==> src/rtl/sigdata_gen.sv <==
// sigdata_gen: request-driven data word generator (inc/dec/LFSR/hold) with fixed latency
module sigdata_gen #(
  parameter int DW = 4,
  parameter int LAT = 2,
  parameter int STEP = 1,
  parameter logic [DW-1:0] TAPS = 4'b1100,
  parameter int CW = 16
) (
  input  logic          sclk,
  input  logic          rst,
  input  logic          ask_for_data,
  input  logic [1:0]    mode,
  input  logic          load,
  input  logic [DW-1:0] seed,
  output logic [DW-1:0] data,
  output logic          data_vld,
  output logic          busy,
  output logic          overrun,
  output logic [CW-1:0] req_cnt
);
  localparam int WW = $clog2(LAT + 1);
  typedef enum logic {IDLE, WAIT} state_t;
  state_t state_q, state_d;
  logic [WW-1:0] cnt_q, cnt_d;
  logic [DW-1:0] data_q, data_d, lfsr, next_val;
  logic [CW-1:0] req_cnt_q, req_cnt_d;
  logic ask_q, vld_q, vld_d, ovr_q, ovr_d, req_edge;
  assign req_edge = ask_for_data & ~ask_q;
  assign lfsr = (data_q == '0) ? DW'(1) : {data_q[DW-2:0], ^(data_q & TAPS)};
  assign next_val = (mode == 2'b00) ? data_q + DW'(STEP) :
                    (mode == 2'b01) ? data_q - DW'(STEP) :
                    (mode == 2'b10) ? lfsr : data_q;
  // Next-state: load aborts everything; IDLE accepts an edge; WAIT counts down, then serves
  always_comb begin
    state_d = state_q;
    cnt_d = cnt_q;
    data_d = data_q;
    vld_d = 1'b0;
    ovr_d = ovr_q;
    req_cnt_d = req_cnt_q;
    if (load) begin
      data_d = seed;
      ovr_d = 1'b0;
      state_d = IDLE;
      cnt_d = '0;
    end else if (state_q == IDLE) begin
      if (req_edge) begin
        state_d = WAIT;
        cnt_d = WW'(LAT - 1);
      end
    end else begin
      if (req_edge) ovr_d = 1'b1;
      if (cnt_q != '0) cnt_d = cnt_q - WW'(1);
      else begin
        data_d = next_val;
        vld_d = 1'b1;
        req_cnt_d = (&req_cnt_q) ? req_cnt_q : req_cnt_q + CW'(1);
        state_d = IDLE;
      end
    end
  end
  // State registers; the edge-detect flop keeps sampling through reset
  always_ff @(posedge sclk) begin
    ask_q <= ask_for_data;
    if (rst) begin
      state_q <= IDLE;
      cnt_q <= '0;
      data_q <= '0;
      vld_q <= 1'b0;
      ovr_q <= 1'b0;
      req_cnt_q <= '0;
    end else begin
      state_q <= state_d;
      cnt_q <= cnt_d;
      data_q <= data_d;
      vld_q <= vld_d;
      ovr_q <= ovr_d;
      req_cnt_q <= req_cnt_d;
    end
  end
  assign data = data_q;
  assign data_vld = vld_q;
  assign busy = (state_q == WAIT);
  assign overrun = ovr_q;
  assign req_cnt = req_cnt_q;
endmodule
==> config.mk <==
export PLATFORM = sky130hd
export DESIGN_NAME = sigdata_gen
export DESIGN_NICKNAME = d
export VERILOG_FILES = /design/src/rtl/sigdata_gen.sv
export SDC_FILE = /design/constraint.sdc
export NUM_CORES = 1
export LEC_CHECK = 0
export ABC_AREA = 1
export CAP_MARGIN = 10
export CORE_MARGIN = 3
export CORE_UTILIZATION = 25
export CTS_CLUSTER_SIZE = 10
export DETAILED_ROUTE_END_ITERATION = 8
export PLACE_DENSITY = 0.46
export SETUP_SLACK_MARGIN = 0.3
export SLEW_MARGIN = 15
export SYNTH_ARGS = -nofsm -noshare
export SYNTH_HDL_FRONTEND = slang
export SYNTH_SLANG_ARGS = --single-unit
==> constraint.sdc <==
create_clock -name sclk -period 3.4 [get_ports sclk]
set_input_delay 0.68 -clock sclk [delete_from_list [all_inputs] [get_ports sclk]]
set_output_delay 0.68 -clock sclk [all_outputs]
set_load 0.03 [all_outputs]
==> results.json <==
{
  "cts_hold_buffers": 0,
  "cts_tree": "yes",
  "setup_tns_ps": 0,
  "synth.avg_cell_area_um2": 6.50,
  "multi_input_area_um2": 1050,
  "ys_ff_latch": 26,
  "max_freq_ghz": 0.460,
  "io_pins": 33,
  "pwr_density_cell_nw_per_um2": 266,
  "criticalPathCategory": "flop to output pin",
  "dp_hpwl_um": 3520,
  "cp_slowest_cell": "clkdlybuf4s50_1",
  "post_cts_buffers": 0,
  "initial_core_util_pct": 26.7,
  "start_kind": "flop",
  "grt_max_degree": 16,
  "synth_edf_count": 0,
  "place_congestion": 0.808,
  "cpPeakStageDelay_ps": 730,
  "setup_violations": 0,
  "fin_crit_sh_pct": 64.0,
  "p_leak_nw": 0.821,
  "netlist.area_leader.share_pct": 29.7,
  "synth_cell_types": 26,
  "antenna_cells": 0,
  "via_per_inst": 4.43,
  "first_pass_iters": 4,
  "netlist_instances": 270,
  "rsz0062_at_grt": "false",
  "layout-drive-gt1-share_pct": 10.6,
  "synth_area_um2": 1750,
  "holdWs_ps": 457,
  "path_clk_slew_ps": 90,
  "num_vias": 1756,
  "h-tree-depth": 1,
  "cp-end-kind": "output pin",
  "synth_most_common_cell": "nand2_1",
  "irDropWorstVdd_mv": 0.111,
  "synth_top_cell_by_area": "dfxtp_1",
  "cts.sinks": 26,
  "grt_util_all_layers_pct": 11.7,
  "grt_pass1_wl_um": 7960,
  "yosys-top-cells-area": "dfxtp_1 (30%), nand2_1 (15%), inv_1 (8.8%), nor2_1 (6.6%), nand3_1 (6.3%)",
  "yosysWarnings": 0,
  "syn_nets": 287,
  "area_growth_pct": 26.1,
  "worst_slew_pin_slew_ps": 599,
  "detail_route.iter0.violations": 61,
  "arrival_ps": 1500,
  "slew_viol_final": 0,
  "cap_violations": 0,
  "die_area_um2": 8060,
  "required_ps": 2720,
  "post_drt_wl_per_cell_um": 11.5,
  "drc": 0,
  "die_width_um": 89.8,
  "antenna_found_initial": 0,
  "grt_overflow_total": 0,
  "fin_skew_ps": 9.16,
  "slew-limit-headroom_pct": 59.9,
  "clockRootBuffer": "clkbuf_8",
  "finalCriticalPeriod_ps": 2180,
  "synth.yosys.seq_area_share_pct": 29.7,
  "fillers": 741,
  "grt_pass1_vias": 1705,
  "path_cells": "clkdlybuf4s50_1",
  "numCtsBuffers": 3,
  "cts_resized": 0,
  "finalHoldViolations": 0,
  "synthArstFlopShare_pct": 0,
  "fp-row-count": 29,
  "layout.nets": 322,
  "die_h_um": 89.8,
  "ys.flop_type": "dfxtp_1",
  "outcome": "completed",
  "cts.path.max_buffers": 2,
  "synth_commonest_cells": "nand2_1 (70), inv_1 (41), nor2_1 (31)",
  "routed_wl_um": 4550,
  "worstPathBufferInverterCount": 1,
  "regArea_um2": 520,
  "path_delay_family": "buffers and inverters",
  "core-area_um2": 6570,
  "ant_nets": 0,
  "clock_latency_ps": 270,
  "port_buffers": 32,
  "crit_fanout": 6,
  "hold_class": "flop to flop"
}
==> worst paths after layout <==
path                         endpoint                    start  slack (ps)  cells past startpoint
min              overrun$_SDFFE_PP0P_     overrun$_SDFFE_PP0P_         460                      2
max reg2reg  req_cnt[14]$_SDFFE_PP0P_  req_cnt[0]$_SDFFE_PP0P_        1540                      8
min reg2reg      overrun$_SDFFE_PP0P_     overrun$_SDFFE_PP0P_         460                      2
max                        req_cnt[7]  req_cnt[7]$_SDFFE_PP0P_        1220                      1
==> cell type report <==
cell class / instances / area share [%]
Clock buffer: 3 / 1.87
Inverter: 41 / 6.96
Timing Repair Buffer: 33 / 14.8
Sequential cell: 26 / 23.5
Multi-Input combinational cell: 200 / 47.6
Tap cell: 93 / 5.26
==> stage by stage <==
stage               worst slack [ps]  utilization (%)  instance area (µm²)  std cells  total power, W
finish                          1220             33.7                 2210        396        0.000588
global route                    1040             33.7                 2210        396        0.000624
CTS                             1210             33.7                 2210        396        0.000602
detailed placement              1000             33.1                 2170        393        0.000418
global placement                1030             33.1                 2170        393        0.000419
floorplan                       1570                -                 1750        270        0.000383
==> report_power, final <==
group          switching, W  internal (W)
Combinational     0.0000545     0.0000376
Sequential       0.00000755      0.000311
Clock             0.0000988     0.0000795
Total              0.000161      0.000428
==> registers in the layout, summed over array words and instances (netlist names) <==
signal and cells:
ask_q 1, overrun 1, data_vld 1, cnt_q 2, req_cnt 16, data 4, busy 1
==> placed cells by master (no fill, tap or decap), drive strengths merged <==
cell type and count:
clkbuf 3, xor2 3, o2111ai 1, nor3 2
a21oi 22, buf 1, or2 1, clkdlybuf4s50 32
inv 41, o21ai 14, a31oi 1, nand3 23
nand3b 2, dfxtp 26, o211ai 2, nor2 33
o22ai 2, nand4 5, ha 7, nand2 82
==> cells by family after synthesis <==
group,Yosys count,synth area share [%]
buf+inv,44,10.3
simple gates,148,38.7
fa+ha+maj,7,4.99
compound gates,42,14.8
flops,26,29.7
xor+xnor,3,1.50
==> metal layers <==
metal	wire [µm]	global-route usage (%)	up-vias
li1	-	-	933
met1	2260	15.4	788
met2	2080	19.9	33
met3	185	2.67	2
met4	29	1.92	0
met5	0	0	-
==> worst reg2reg max path: stages, from the launching register on <==
cell and delay (ps):
dfxtp_1 380, ha_1 290, nand2_2 140, nor2_1 90, nand2_1 90, nor2_1 60
nor3_2 460, nand2_1 150, a21oi_2 140
Note: power is estimated with default switching activity, not from simulation.
